`config.mk`:
```
export PLATFORM = sky130hd
export DESIGN_NAME = adma_atx_splitter
export DESIGN_NICKNAME = d
export VERILOG_FILES = /design/src/rtl/adma_atx_splitter.sv
export SDC_FILE = /design/constraint.sdc
export NUM_CORES = 1
export LEC_CHECK = 0
export BUFFER_PORTS_ARGS = -buffer_cell sky130_fd_sc_hd__buf_4
export CAP_MARGIN = 15
export CORE_MARGIN = 2
export CORE_UTILIZATION = 40
export CTS_CLUSTER_SIZE = 8
export DETAILED_ROUTE_END_ITERATION = 7
export PLACE_DENSITY_LB_ADDON = 0.08
export SLEW_MARGIN = 25
export SYNTH_ARGS = -nofsm -noshare
export SYNTH_HDL_FRONTEND = slang
export SYNTH_SLANG_ARGS = --single-unit
```
`constraint.sdc`:
```
create_clock -name clk -period 5.5 [get_ports clk]
set_clock_uncertainty 0.15 [all_clocks]
set_input_delay 1.65 -clock clk [delete_from_list [all_inputs] [get_ports clk]]
set_output_delay 1.65 -clock clk [all_outputs]
set_load 0.005 [all_outputs]
```
`src/rtl/adma_atx_splitter.sv`:
```
// Splits a DMA descriptor (start addresses + beat count) into AXI INCR burst requests
// that never cross a 4 KB page on either the read or the write address.
module adma_atx_splitter #(
    parameter int DMA_CHN_NUM = 4,
    parameter int SRC_ADDR_W  = 32,
    parameter int DST_ADDR_W  = 32,
    parameter int MST_ID_W    = 5,
    parameter int ATX_LEN_W   = 8,
    parameter int ATX_DATA_W  = 256,
    parameter int MAX_BURST   = 16,
    parameter int DESC_LEN_W  = 16,
    localparam int DMA_CHN_NUM_W = (DMA_CHN_NUM > 1) ? $clog2(DMA_CHN_NUM) : 1
) (
    input  logic                     clk,
    input  logic                     rst,
    input  logic [DMA_CHN_NUM_W-1:0] desc_chn_id,
    input  logic [MST_ID_W-1:0]      desc_id,
    input  logic [SRC_ADDR_W-1:0]    desc_src_addr,
    input  logic [DST_ADDR_W-1:0]    desc_dst_addr,
    input  logic [DESC_LEN_W-1:0]    desc_len,
    input  logic                     desc_vld,
    output logic                     desc_rdy,
    output logic [DMA_CHN_NUM_W-1:0] atx_chn_id,
    output logic [MST_ID_W-1:0]      atx_arid,
    output logic [SRC_ADDR_W-1:0]    atx_araddr,
    output logic [ATX_LEN_W-1:0]     atx_arlen,
    output logic [1:0]               atx_arburst,
    output logic [MST_ID_W-1:0]      atx_awid,
    output logic [DST_ADDR_W-1:0]    atx_awaddr,
    output logic [ATX_LEN_W-1:0]     atx_awlen,
    output logic [1:0]               atx_awburst,
    output logic                     atx_vld,
    input  logic                     atx_rdy,
    output logic                     desc_done,
    output logic                     busy
);

    localparam int BPB      = ATX_DATA_W / 8;
    localparam int BPB_LOG2 = $clog2(BPB);
    // Counter width wide enough for the remaining length and a full page of beats.
    localparam int CW       = ((DESC_LEN_W > 13) ? DESC_LEN_W : 13) + 1;
    localparam logic [SRC_ADDR_W-1:0] SRC_MASK = ~SRC_ADDR_W'(BPB - 1);
    localparam logic [DST_ADDR_W-1:0] DST_MASK = ~DST_ADDR_W'(BPB - 1);

    typedef enum logic [1:0] {
        S_IDLE  = 2'd0,
        S_CALC  = 2'd1,
        S_ISSUE = 2'd2
    } state_t;

    state_t                   r_state;
    state_t                   w_next;
    logic [DMA_CHN_NUM_W-1:0] r_chn;
    logic [MST_ID_W-1:0]      r_id;
    logic [SRC_ADDR_W-1:0]    r_src;
    logic [DST_ADDR_W-1:0]    r_dst;
    logic [DESC_LEN_W-1:0]    r_rem;
    logic [CW-1:0]            r_beats;
    logic [SRC_ADDR_W-1:0]    r_araddr;
    logic [DST_ADDR_W-1:0]    r_awaddr;
    logic [ATX_LEN_W-1:0]     r_len;
    logic                     r_done;

    logic [12:0]              w_src_room13;
    logic [12:0]              w_dst_room13;
    logic [CW-1:0]            w_src_room;
    logic [CW-1:0]            w_dst_room;
    logic [CW-1:0]            w_beats;
    logic [SRC_ADDR_W-1:0]    w_src_step;
    logic [DST_ADDR_W-1:0]    w_dst_step;
    logic [DESC_LEN_W-1:0]    w_rem_next;

    // Beats left before each address reaches the next 4 KB page.
    assign w_src_room13 = 13'h1000 - {1'b0, r_src[11:0]};
    assign w_dst_room13 = 13'h1000 - {1'b0, r_dst[11:0]};
    assign w_src_room   = CW'(w_src_room13 >> BPB_LOG2);
    assign w_dst_room   = CW'(w_dst_room13 >> BPB_LOG2);

    always_comb begin
        w_beats = CW'(r_rem);
        if (w_beats > CW'(MAX_BURST)) w_beats = CW'(MAX_BURST);
        if (w_beats > w_src_room)     w_beats = w_src_room;
        if (w_beats > w_dst_room)     w_beats = w_dst_room;
    end

    assign w_src_step = SRC_ADDR_W'(r_beats) << BPB_LOG2;
    assign w_dst_step = DST_ADDR_W'(r_beats) << BPB_LOG2;
    assign w_rem_next = r_rem - DESC_LEN_W'(r_beats);

    always_ff @(posedge clk) begin
        if (rst) r_state <= S_IDLE;
        else     r_state <= w_next;
    end

    always_comb begin
        w_next   = r_state;
        desc_rdy = 1'b0;
        atx_vld  = 1'b0;
        busy     = 1'b1;
        case (r_state)
            S_IDLE: begin
                desc_rdy = 1'b1;
                busy     = 1'b0;
                if (desc_vld && (desc_len != '0)) w_next = S_CALC;
            end
            S_CALC: w_next = S_ISSUE;
            S_ISSUE: begin
                atx_vld = 1'b1;
                if (atx_rdy) w_next = (w_rem_next == '0) ? S_IDLE : S_CALC;
            end
            default: w_next = S_IDLE;
        endcase
    end

    always_ff @(posedge clk) begin
        if (rst) begin
            r_chn    <= '0;
            r_id     <= '0;
            r_src    <= '0;
            r_dst    <= '0;
            r_rem    <= '0;
            r_beats  <= '0;
            r_araddr <= '0;
            r_awaddr <= '0;
            r_len    <= '0;
            r_done   <= 1'b0;
        end else begin
            r_done <= 1'b0;
            case (r_state)
                S_IDLE: begin
                    if (desc_vld) begin
                        r_chn  <= desc_chn_id;
                        r_id   <= desc_id;
                        r_src  <= desc_src_addr & SRC_MASK;
                        r_dst  <= desc_dst_addr & DST_MASK;
                        r_rem  <= desc_len;
                        r_done <= (desc_len == '0);
                    end
                end
                S_CALC: begin
                    r_araddr <= r_src;
                    r_awaddr <= r_dst;
                    r_len    <= ATX_LEN_W'(w_beats - CW'(1));
                    r_beats  <= w_beats;
                end
                S_ISSUE: begin
                    if (atx_rdy) begin
                        r_src  <= r_src + w_src_step;
                        r_dst  <= r_dst + w_dst_step;
                        r_rem  <= w_rem_next;
                        r_done <= (w_rem_next == '0);
                    end
                end
                default: ;
            endcase
        end
    end

    assign atx_chn_id  = r_chn;
    assign atx_arid    = r_id;
    assign atx_awid    = r_id;
    assign atx_araddr  = r_araddr;
    assign atx_awaddr  = r_awaddr;
    assign atx_arlen   = r_len;
    assign atx_awlen   = r_len;
    assign atx_arburst = 2'b01;
    assign atx_awburst = 2'b01;
    assign desc_done   = r_done;

endmodule

```
==> results of run 1 <==
==> synth_stat cells, types with 4 or more instances <==
master / number / area share (%)
sky130_fd_sc_hd__a311oi_1: 31 / 2.8
sky130_fd_sc_hd__and3_1: 22 / 1.4
sky130_fd_sc_hd__buf_4: 28 / 2.2
sky130_fd_sc_hd__xor2_1: 19 / 1.7
sky130_fd_sc_hd__o21ai_0: 54 / 2.8
sky130_fd_sc_hd__a21oi_1: 125 / 6.5
sky130_fd_sc_hd__ha_1: 68 / 8.8
sky130_fd_sc_hd__a21o_1: 14 / 1.1
sky130_fd_sc_hd__o21bai_1: 4 / 0.31
sky130_fd_sc_hd__or3_1: 5 / 0.32
sky130_fd_sc_hd__a211oi_1: 37 / 2.9
sky130_fd_sc_hd__clkbuf_1: 63 / 2.4
sky130_fd_sc_hd__o211a_1: 6 / 0.62
sky130_fd_sc_hd__nand2b_1: 9 / 0.58
sky130_fd_sc_hd__o31ai_1: 4 / 0.31
sky130_fd_sc_hd__nor3_1: 39 / 2.0
sky130_fd_sc_hd__nor3b_1: 4 / 0.31
sky130_fd_sc_hd__o31a_1: 4 / 0.36
sky130_fd_sc_hd__nor2b_1: 14 / 0.91
sky130_fd_sc_hd__nand3_1: 21 / 1.1
sky130_fd_sc_hd__nand2_1: 211 / 8.2
sky130_fd_sc_hd__nor4_1: 16 / 1.0
sky130_fd_sc_hd__o211ai_1: 15 / 1.2
sky130_fd_sc_hd__inv_1: 42 / 1.6
sky130_fd_sc_hd__and4_1: 4 / 0.36
sky130_fd_sc_hd__dfxtp_1: 158 / 33
sky130_fd_sc_hd__and2_1: 14 / 0.91
sky130_fd_sc_hd__o21a_1: 14 / 1.1
sky130_fd_sc_hd__or4_1: 6 / 0.47
sky130_fd_sc_hd__or2_2: 4 / 0.26
sky130_fd_sc_hd__xnor2_1: 26 / 2.4
sky130_fd_sc_hd__nand4_1: 4 / 0.26
sky130_fd_sc_hd__a31oi_1: 9 / 0.58
sky130_fd_sc_hd__nor2_1: 105 / 4.1
sky130_fd_sc_hd__o22ai_1: 4 / 0.26
==> metrics by stage <==
stage	setup WS (ns)	area, sq um	power [mW]
2_1_floorplan	0.685	9720	2.23
3_3_place_gp	0.308	11000	2.61
3_5_place_dp	0.271	11000	2.62
4_1_cts	0.241	11600	3.82
5_1_grt	0.00334	11600	4.04
6_report	0.443	11600	3.80
==> cells in the final DEF (no fill, tap or decap), types with 5 or more instances in the layout <==
| cell type | count |
|---|---|
| sky130_fd_sc_hd__inv_1 | 41 |
| sky130_fd_sc_hd__nor2b_1 | 13 |
| sky130_fd_sc_hd__a211oi_1 | 37 |
| sky130_fd_sc_hd__ha_1 | 68 |
| sky130_fd_sc_hd__nand2b_1 | 7 |
| sky130_fd_sc_hd__a21o_1 | 14 |
| sky130_fd_sc_hd__and3_1 | 21 |
| sky130_fd_sc_hd__clkbuf_16 | 17 |
| sky130_fd_sc_hd__a31oi_1 | 9 |
| sky130_fd_sc_hd__nand3_1 | 21 |
| sky130_fd_sc_hd__dfxtp_1 | 158 |
| sky130_fd_sc_hd__inv_8 | 6 |
| sky130_fd_sc_hd__xnor2_1 | 26 |
| sky130_fd_sc_hd__o211a_1 | 6 |
| sky130_fd_sc_hd__conb_1 | 17 |
| sky130_fd_sc_hd__o211ai_1 | 15 |
| sky130_fd_sc_hd__o21a_1 | 14 |
| sky130_fd_sc_hd__nor2_1 | 104 |
| sky130_fd_sc_hd__o21ai_0 | 53 |
| sky130_fd_sc_hd__a21oi_1 | 125 |
| sky130_fd_sc_hd__nand2_1 | 210 |
| sky130_fd_sc_hd__or3_1 | 5 |
| sky130_fd_sc_hd__and2_1 | 14 |
| sky130_fd_sc_hd__nor3_1 | 38 |
| sky130_fd_sc_hd__nor4_1 | 15 |
| sky130_fd_sc_hd__buf_4 | 178 |
| sky130_fd_sc_hd__xor2_1 | 19 |
| sky130_fd_sc_hd__a311oi_1 | 31 |
| sky130_fd_sc_hd__or4_1 | 6 |
==> worst reg2reg max path, stage by stage, from the launching register on <==
cell	delay, ns
sky130_fd_sc_hd__dfxtp_1	0.40
sky130_fd_sc_hd__nor3_2	0.26
sky130_fd_sc_hd__nand3_1	0.14
sky130_fd_sc_hd__or3_1	0.36
sky130_fd_sc_hd__ha_1	0.32
sky130_fd_sc_hd__and4_1	0.25
sky130_fd_sc_hd__nand2_1	0.18
sky130_fd_sc_hd__nand2_1	0.15
sky130_fd_sc_hd__o211ai_1	0.16
sky130_fd_sc_hd__nand2_1	0.11
sky130_fd_sc_hd__ha_1	0.35
sky130_fd_sc_hd__a21o_1	0.19
sky130_fd_sc_hd__a211oi_1	0.30
sky130_fd_sc_hd__a2bb2oi_2	0.27
sky130_fd_sc_hd__buf_4	0.23
sky130_fd_sc_hd__nor2b_1	0.06
sky130_fd_sc_hd__a31oi_1	0.38
sky130_fd_sc_hd__or3b_1	0.22
sky130_fd_sc_hd__nor3b_1	0.07
sky130_fd_sc_hd__or3_1	0.36
sky130_fd_sc_hd__nand3_1	0.07
==> routing by layer <==
layer	vias up	global-route usage, %	wire length, um	share of wire, %
li1	4687	-	-	-
met1	4335	32.6	14600	49
met2	221	36.8	13100	45
met3	37	3.57	1240	4.2
met4	0	6.32	553	1.9
met5	-	0	0	0
==> power by group through the flow <==
stage | logic, mW | registers [mW] | clock network (mW)
global route | 1.42 | 1.35 | 1.26
global placement | 1.24 | 1.36 | 0
finish | 1.27 | 1.34 | 1.19
CTS | 1.26 | 1.34 | 1.22
detailed placement | 1.25 | 1.36 | 0
floorplan | 0.901 | 1.33 | 0
==> final timing paths <==
kind,slack [ns],start,to,cells after the start
setup / recovery,0.44,r_src[7],atx_arlen[6],20
hold / removal,0.30,atx_araddr[24],atx_araddr[24],2
setup reg to reg,0.44,r_src[7],atx_arlen[6],20
hold reg to reg,0.30,atx_araddr[24],atx_araddr[24],2
==> cell type report <==
cell class,instances,area (sq um),area share (%)
Sequential cell,158,3160,27.2
Inverter,42,158,1.36
Clock buffer,18,439,3.78
Timing Repair Buffer,179,1360,11.7
Multi-Input combinational cell,976,5970,51.4
Clock inverter,14,141,1.22
Tap cell,319,399,3.43
==> sequential cells by signal, indices dropped and copies added (netlist names) <==
signal      flops
atx_araddr     27
atx_awaddr     27
r_dst          27
r_src          27
r_beats        16
r_rem          16
atx_arlen       8
atx_arid        5
atx_chn_id      2
r_state         2
desc_done       1
==> repair_timing <==
item / CTS / global route
resized for setup: 0 / 4
setup buffers: 0 / 0
endpoints found under the setup margin: 0 / 5
==> cell families (layout without fill, tap and decap cells) <==
group	count (synthesis)	count (layout)	share of synthesized area (%)
adders and majority gates	71	71	9.42
buffers and inverters	136	253	6.38
muxes	2	2	0.207
AOI/OAI and AO/OA	358	358	24.4
other	2	17	0.0777
and+or+nand+nor	483	483	22.7
DFF	158	158	32.7
xor gates and xnor gates	45	45	4.08
==> flow_metrics.env, run 1 <==
export IMPL_setup_worst_path_end_class="register"
export IMPL_internal_mw=2.40
export IMPL_fin_tns_setup_ns=0
export IMPL_hpwlAfterDp_um=21200
export IMPL_cts_buffers=17
export IMPL_setup_worst_path_start_class="register"
export IMPL_first_global_vias=8846
export IMPL_switching_power_mw=1.40
export IMPL_final_core_utilization_pct=49.3
export IMPL_power_switching_share_pct=36.8
export IMPL_drcViolationCount=0
export IMPL_final_hold_viol_count=0
export IMPL_critical_path_max_fanout=13
export IMPL_achievable_frequency_mhz=198
export IMPL_number_of_vias_in_the_routed_layout=9280
export IMPL_tritoncts="built"
export IMPL_yosys_register_bits=158
export IMPL_power_share_of_the_sequential_group_pct=35.3
export IMPL_grt_pass1_wl_um=47500
export IMPL_worst_hold_slack_ns=0.303
export IMPL_path_buf_inv=1
export IMPL_drt_antenna_violating_nets=0
export IMPL_cap_viol_max_count=0
export IMPL_status="finished clean"
export IMPL_cell_family_with_the_largest_share_of_critical_path_delay="simple AND/OR/NAND/NOR gates"
export IMPL_grt_max_degree=86
export IMPL_final_nets=1536
export IMPL_ir_drop_mv=0.152
export IMPL_grt_ovfl_total=0
export IMPL_fp_coreArea_sq_um=23600
export IMPL_post_cts_hold_buffer_count=0
export IMPL_cts_reportedPaths_clkPinSlew_ns=0.07
export IMPL_timing_setup_critical_path_class="register to register"
export IMPL_drt_iter0_markers=581
export IMPL_setup_viol=0
export IMPL_synth_lib_cells_used_distinct=69
export IMPL_final_min_clock_period_ns=5.06
export IMPL_start_util_pct=40.9
export IMPL_pwr_density_cell_nw_per_um2=327
export IMPL_ys_flop_type="sky130_fd_sc_hd__dfxtp_1"
export IMPL_clock_insertion_delay_at_the_later_pin_of_the_skew_report_ns=0.44
export IMPL_crit_path_largest_cell_delay_ns=0.40
export IMPL_critical_path_arrival_ns=5.28
export IMPL_std_cell_rows=56
export IMPL_cp_data_required_time_ns=5.72
export IMPL_pin_count=191
export IMPL_cts_max_level=4
export IMPL_post_route_cells_drive_above_1_share_pct=16.9
export IMPL_cellLeakagePower_nw=4.93
export IMPL_avg_synthesized_cell_area_sq_um=7.70
export IMPL_areaGrowthSynthToFinish_pct=20.3
export IMPL_postRouteWirelength_um=29500
export IMPL_post_route_period_util_pct=91.9
export IMPL_avgViaCountPerCell=5.44
export IMPL_rsz0062_at_grt="false"
export IMPL_routability_congestion_estimate_from_global_placement=0.909
export IMPL_max_slew_worst_pin_slew_ns=0.968
export IMPL_clkSinkCount=158
export IMPL_crit_top_cell="sky130_fd_sc_hd__nand2_1"
export IMPL_antenna_violations_before_repair=0
export IMPL_place_port_buffers=166
export IMPL_final_fill_count=2369
export IMPL_die_width_um=159
export IMPL_worst_hold_path_type="register to register"
export IMPL_final_max_slew_violation_count=0
export IMPL_synth_edf_count=0
export IMPL_fp_dieH_um=159
export IMPL_synth_seq_area_share_pct=32.7
export IMPL_ys_async_sr_fraction_pct=0
export IMPL_grt_total_usage_pct=23.1
export IMPL_synth_warnings=0
export IMPL_clockRootBuffer="sky130_fd_sc_hd__clkbuf_16"
export IMPL_syn_cell_area_sq_um=9670
export IMPL_timing_slew_headroom_pct=35.4
export IMPL_detailedRoute_firstPassIterationCount=5
export IMPL_cts_path_max_buffers=2
export IMPL_wl_per_cell_um=17.3
export IMPL_dpl_cell_count=1674
export IMPL_power_frac_clock_pct=31.4
export IMPL_post_layout_nonfiller_instances=1706
export IMPL_cp_cell_sequence="nor3_2 > nand3_1 > or3_1 > ha_1 > and4_1 > nand2_1 > nand2_1 > o211ai_1 > nand2_1 > ha_1 > a21o_1 > a211oi_1 > a2bb2oi_2 > buf_4 > nor2b_1 > a31oi_1 > or3b_1 > nor3b_1 > or3_1 > nand3_1"
export IMPL_timing_critical_path_slowest_stage_cell="sky130_fd_sc_hd__dfxtp_1"
export IMPL_synth_cells=1255
export IMPL_dieArea_sq_um=25400
export IMPL_share_of_total_power_in_combinational_logic_pct=33.3
export IMPL_antennaDiodeCount=0
Note: power is estimated with default switching activity, not from simulation.
==> run 2, diff against run 1 <==
- PLACE_DENSITY_LB_ADDON: 0.08 -> unset
==> run 2 against run 1 <==
Critical path depth unchanged. Largest power group unchanged. Critical endpoint unchanged. First-iteration DRC count increased by 5.2%. Maximum frequency fell by 0.86%. Wire length shrank 2.8%. Power hardly changed. Design area rose by 0.37%. Global-route usage shrank 0.73 points. Die area stayed put.
==> flow_metrics.env, run 2 (synthesis gave the netlist of run 1 again) <==
export IMPL_top_library_cells_by_usage_in_the_layout_fill_and_taps_aside="210 x sky130_fd_sc_hd__nand2_1, 182 x sky130_fd_sc_hd__buf_4, 158 x sky130_fd_sc_hd__dfxtp_1, 125 x sky130_fd_sc_hd__a21oi_1, 104 x sky130_fd_sc_hd__nor2_1"
export IMPL_cp_data_required_time_ns=5.68
export IMPL_pre_cts_slack_ns=0.221
export IMPL_achievable_frequency_mhz=196
export IMPL_timing_setup_critical_path_class="register to register"
export IMPL_clockRootBuffer="sky130_fd_sc_hd__clkbuf_16"
export IMPL_critical_path_max_fanout=8
export IMPL_cts_path_max_buffers=2
export IMPL_final_nets=1540
export IMPL_cts_reportedPaths_clkPinSlew_ns=0.07
export IMPL_cts_max_level=4
export IMPL_post_cts_buffers=0
export IMPL_post_route_period_util_pct=92.7
export IMPL_routability_congestion_estimate_from_global_placement=0.926
export IMPL_setup_viol=0
export IMPL_std_cell_rows=56
export IMPL_cts_buffers=17
export IMPL_drt_antenna_violating_nets=0
export IMPL_grt_total_usage_pct=22.4
export IMPL_timing_slew_headroom_pct=39.8
export IMPL_dieArea_sq_um=25400
export IMPL_max_slew_worst_pin_slew_ns=0.904
export IMPL_post_route_cells_drive_above_1_share_pct=17.1
export IMPL_drt_iter0_markers=611
export IMPL_ir_drop_mv=0.217
export IMPL_mostFrequentLayoutCell="sky130_fd_sc_hd__nand2_1"
export IMPL_grt_ovfl_total=0
export IMPL_place_port_buffers=166
export IMPL_rsz0062_at_grt="false"
export IMPL_detailedRoute_firstPassIterationCount=5
export IMPL_first_global_vias=8661
export IMPL_status="finished clean"
export IMPL_grt_max_degree=86
export IMPL_grt_pass1_wl_um=46000
export IMPL_fp_coreArea_sq_um=23600
export IMPL_number_of_vias_in_the_routed_layout=9315
export IMPL_pin_count=191
export IMPL_worst_hold_slack_ns=0.304
export IMPL_pwr_density_cell_nw_per_um2=326
export IMPL_final_hold_viol_count=0
export IMPL_start_util_pct=40.9
export IMPL_fp_dieH_um=159
export IMPL_hpwlAfterDp_um=20900
export IMPL_final_min_clock_period_ns=5.10
export IMPL_antenna_violations_before_repair=0
export IMPL_setup_worst_path_end_class="register"
export IMPL_wl_per_cell_um=16.8
export IMPL_final_max_slew_violation_count=0
export IMPL_fin_tns_setup_ns=0
export IMPL_post_cts_hold_buffer_count=0
export IMPL_clock_insertion_delay_at_the_later_pin_of_the_skew_report_ns=0.44
export IMPL_cap_viol_max_count=0
export IMPL_worst_hold_path_type="register to register"
export IMPL_fin_ws_ns=0.400
export IMPL_final_fill_count=2359
export IMPL_setup_worst_path_start_class="register"
export IMPL_antennaDiodeCount=0
export IMPL_areaGrowthSynthToFinish_pct=20.7
export IMPL_critical_path_arrival_ns=5.28
export IMPL_avgViaCountPerCell=5.45
export IMPL_cellLeakagePower_nw=4.96
export IMPL_clkSinkCount=158
export IMPL_postRouteWirelength_um=28700
export IMPL_die_width_um=159
export IMPL_drcViolationCount=0
export IMPL_tritoncts="built"
[run 2: changes by cell type in the layout (fill, tap and decap cells not counted), sizes merged]
cell | before | now
clkbuf | 18 | 17
clkinv | 2 | 4
buf | 179 | 183
inv | 51 | 52
clkinvlp | 3 | 1
[run 2: what timing repair did]
item,CTS,global route
resized for setup,0,5
hold endpoints to repair,0,0
endpoints found under the setup margin,0,2
[run 2: worst max-delay path, stage by stage (launching register included)]
cell	delay, ns
sky130_fd_sc_hd__dfxtp_1	0.34
sky130_fd_sc_hd__nor4_2	0.31
sky130_fd_sc_hd__and3_2	0.34
sky130_fd_sc_hd__and2_1	0.19
sky130_fd_sc_hd__ha_1	0.24
sky130_fd_sc_hd__nor2b_1	0.13
sky130_fd_sc_hd__o211a_1	0.21
sky130_fd_sc_hd__o21a_1	0.25
sky130_fd_sc_hd__o211ai_1	0.24
sky130_fd_sc_hd__nand2_1	0.11
sky130_fd_sc_hd__ha_1	0.35
sky130_fd_sc_hd__a21o_1	0.19
sky130_fd_sc_hd__a211oi_1	0.31
sky130_fd_sc_hd__a2bb2oi_2	0.32
sky130_fd_sc_hd__a31oi_1	0.18
sky130_fd_sc_hd__inv_1	0.08
sky130_fd_sc_hd__ha_1	0.17
sky130_fd_sc_hd__or3b_1	0.39
sky130_fd_sc_hd__nor3b_1	0.27
sky130_fd_sc_hd__or3_1	0.16
sky130_fd_sc_hd__nand3_1	0.06
[run 2: final timing paths]
kind / slack [ns] / end / startpoint / cells past startpoint
worst min register to register: 0.30 / atx_araddr[8] / atx_araddr[8] / 2
worst max-delay path: 0.40 / atx_arlen[6] / r_rem[10] / 20
worst max register to register: 0.40 / atx_arlen[6] / r_rem[10] / 20
worst min-delay path: 0.30 / atx_araddr[8] / atx_araddr[8] / 2
[run 2: final cells by class]
type	instances	area (sq um)	share of cell area, %
clock buffer	17	425	3.64
sequential	158	3160	27.1
inverter	42	158	1.35
tap	319	399	3.42
clock inverter	15	163	1.39
multi-input combinational	976	5980	51.2
timing repair buffer	183	1390	11.9
[run 2: through the flow]
step                      power (mW)  cells  instance area (sq um)  utilization, %
after global placement          2.60   1677                  11100            46.8
after global routing            4.04   1710                  11700            49.4
after CTS                       3.82   1710                  11700            49.4
after floorplan                 2.23   1270                   9720               -
after detailed placement        2.62   1678                  11100            46.9
final                           3.80   1710                  11700            49.4
[run 2: metal layers]
layer | wire length (um) | up-vias | part of all wire, % | global-route usage (%)
li1 | - | 4712 | - | -
met1 | 13900 | 4348 | 49 | 31.3
met2 | 13000 | 237 | 45 | 36.2
met3 | 1370 | 18 | 4.8 | 3.93
met4 | 356 | 0 | 1.2 | 4.75
met5 | 0 | - | 0 | 0
[run 2: where the power goes]
group / total, mW / internal, mW / leakage, nW / switching, mW
registers: 1.34 / 1.24 / 1.29 / 0.101
clock network: 1.19 / 0.611 / 0.286 / 0.577
logic: 1.28 / 0.558 / 3.38 / 0.719
==> run 3, diff against run 2 <==
==> constraint.sdc (replaced) <==
create_clock -name clk -period 5.5 [get_ports clk]
set_clock_uncertainty 0.15 [all_clocks]
set_input_delay 0.55 -clock clk [delete_from_list [all_inputs] [get_ports clk]]
set_output_delay 0.55 -clock clk [all_outputs]
set_load 0.005 [all_outputs]
==> run 3 against run 2 <==
Worst hold slack got worse by 0.098 ns. Cell count increased by 0.18%. Via count increased by 0.27%. Sequential power about the same. Combinational power about the same. Sequential share of layout area decreased by 0.072 points.
==> flow_metrics.env, run 3 (synthesis gave the netlist of run 1 again) <==
export IMPL_status="finished clean"
export IMPL_antennaDiodeCount=0
export IMPL_critical_path_arrival_ns=5.25
export IMPL_mostFrequentLayoutCell="sky130_fd_sc_hd__nand2_1"
export IMPL_detailedRoute_firstPassIterationCount=6
export IMPL_power_mw=3.84
export IMPL_cp_cell_sequence="nor4_1 > and3_2 > and2_1 > ha_1 > nor2b_1 > o211a_1 > o21a_1 > o211ai_1 > nand2_1 > ha_1 > a21o_1 > a211oi_2 > a2bb2oi_2 > a31oi_1 > inv_1 > ha_1 > or3b_1 > nor3b_1 > or3_1 > nand3_1"
export IMPL_placedInstanceArea_sq_um=11100
export IMPL_worst_hold_slack_ns=0.206
export IMPL_final_nets=1543
export IMPL_max_slew_worst_pin_slew_ns=0.978
export IMPL_fp_coreArea_sq_um=23600
export IMPL_tritoncts="built"
export IMPL_dieArea_sq_um=25400
export IMPL_cts_reportedPaths_clkPinSlew_ns=0.08
export IMPL_grt_pass1_wl_um=46700
export IMPL_pin_count=191
export IMPL_clock_insertion_delay_at_the_later_pin_of_the_skew_report_ns=0.44
export IMPL_setup_worst_path_start_class="register"
export IMPL_achievable_frequency_mhz=197
export IMPL_start_util_pct=40.9
export IMPL_routability_congestion_estimate_from_global_placement=0.893
export IMPL_cts_max_level=4
export IMPL_dpl_cell_count=1679
export IMPL_final_hold_viol_count=0
export IMPL_setup_worst_path_end_class="register"
export IMPL_setup_viol=0
export IMPL_design_area_sq_um=11700
export IMPL_timing_setup_critical_path_class="register to register"
export IMPL_wl_per_cell_um=17.2
export IMPL_areaGrowthSynthToFinish_pct=21.1
export IMPL_worst_hold_path_type="input port to register"
export IMPL_drt_antenna_violating_nets=0
export IMPL_fin_ws_ns=0.425
export IMPL_crit_top_cell="sky130_fd_sc_hd__ha_1"
export IMPL_drcViolationCount=0
export IMPL_first_global_vias=8767
export IMPL_grt_total_usage_pct=22.6
export IMPL_post_route_cells_drive_above_1_share_pct=17.3
export IMPL_path_buf_inv=1
export IMPL_cts_buffers=17
export IMPL_cell_family_with_the_largest_share_of_critical_path_delay="simple AND/OR/NAND/NOR gates"
export IMPL_number_of_vias_in_the_routed_layout=9340
export IMPL_post_layout_nonfiller_instances=1713
export IMPL_fp_dieH_um=159
export IMPL_timing_critical_path_slowest_stage_cell="sky130_fd_sc_hd__nor4_1"
export IMPL_std_cell_rows=56
export IMPL_final_max_slew_violation_count=0
export IMPL_antenna_violations_before_repair=0
export IMPL_clockRootBuffer="sky130_fd_sc_hd__clkbuf_16"
export IMPL_cp_data_required_time_ns=5.68
export IMPL_critical_path_max_fanout=7
export IMPL_die_width_um=159
export IMPL_cts_path_max_buffers=2
export IMPL_pwr_density_cell_nw_per_um2=328
export IMPL_grt_ovfl_total=0
export IMPL_cellLeakagePower_nw=4.98
export IMPL_post_route_period_util_pct=92.3
export IMPL_timing_slew_headroom_pct=34.8
export IMPL_final_min_clock_period_ns=5.08
export IMPL_crit_path_largest_cell_delay_ns=0.40
export IMPL_grt_max_degree=87
export IMPL_worst_setup_path_startpoint="r_rem[10]"
export IMPL_startpoint_of_the_tightest_hold_check_path="desc_chn_id[1]"
export IMPL_final_fill_count=2356
export IMPL_postRouteWirelength_um=29400
export IMPL_pre_cts_slack_ns=0.276
export IMPL_clkSinkCount=158
export IMPL_ir_drop_mv=0.217
export IMPL_cap_viol_max_count=0
export IMPL_top_library_cells_by_usage_in_the_layout_fill_and_taps_aside="210 x sky130_fd_sc_hd__nand2_1, 184 x sky130_fd_sc_hd__buf_4, 158 x sky130_fd_sc_hd__dfxtp_1, 125 x sky130_fd_sc_hd__a21oi_1, 104 x sky130_fd_sc_hd__nor2_1"
export IMPL_rr_startpoint="r_rem[10]"
export IMPL_drt_iter0_markers=608
export IMPL_place_port_buffers=166
export IMPL_avgViaCountPerCell=5.45
export IMPL_hpwlAfterDp_um=21000
run 3: final cells by class:
class                      instances  area, sq um  share of cell area (%)
sequential                       158         3160                    27.0
clock inverter                    15          165                    1.41
timing repair buffer             185         1400                    12.0
tap                              319          399                    3.41
multi-input combinational        977         5990                    51.2
clock buffer                      17          425                    3.63
inverter                          42          158                    1.35
run 3: final timing paths:
path	to	slack [ns]	cells past startpoint
setup / recovery	atx_arlen[6]	0.42	20
hold reg to reg	atx_awaddr[27]	0.30	2
hold / removal	atx_chn_id[1]	0.21	3
setup reg to reg	atx_arlen[6]	0.42	20
run 3: through the flow:
step,TNS [ns],util [%]
global route,-0.00613,49.6
CTS,0,49.4
global placement,0,46.9
finish,0,49.6
floorplan,0,-
detailed placement,0,46.9
run 3: worst min-delay path, delay by kind of cell:
kind                   cells  cell delay (ns)
buffers and inverters      1             0.11
AO/OA/AOI/OAI              1             0.05
AND/OR/NAND/NOR            1             0.04
run 3: layer usage:
layer	part of all wire, %	routed length (um)	GRT usage, %	vias up
met5	0	0	0	-
li1	-	-	-	4717
met3	4.3	1260	3.05	34
met1	49	14300	31.6	4334
met4	2.0	601	7.02	0
met2	45	13300	36.1	255
run 3: where the power goes:
part | internal, mW | total (mW) | leakage [nW] | switching (mW)
sequential | 1.24 | 1.34 | 1.29 | 0.101
clock | 0.611 | 1.20 | 0.287 | 0.585
combinational | 0.575 | 1.31 | 3.40 | 0.735
run 3: timing repair:
action	4_1_cts	5_1_grt
hold buffers	0	0
hold endpoints to repair	0	0
endpoints found under the setup margin	0	4
resized for setup	0	6
setup buffers	0	1
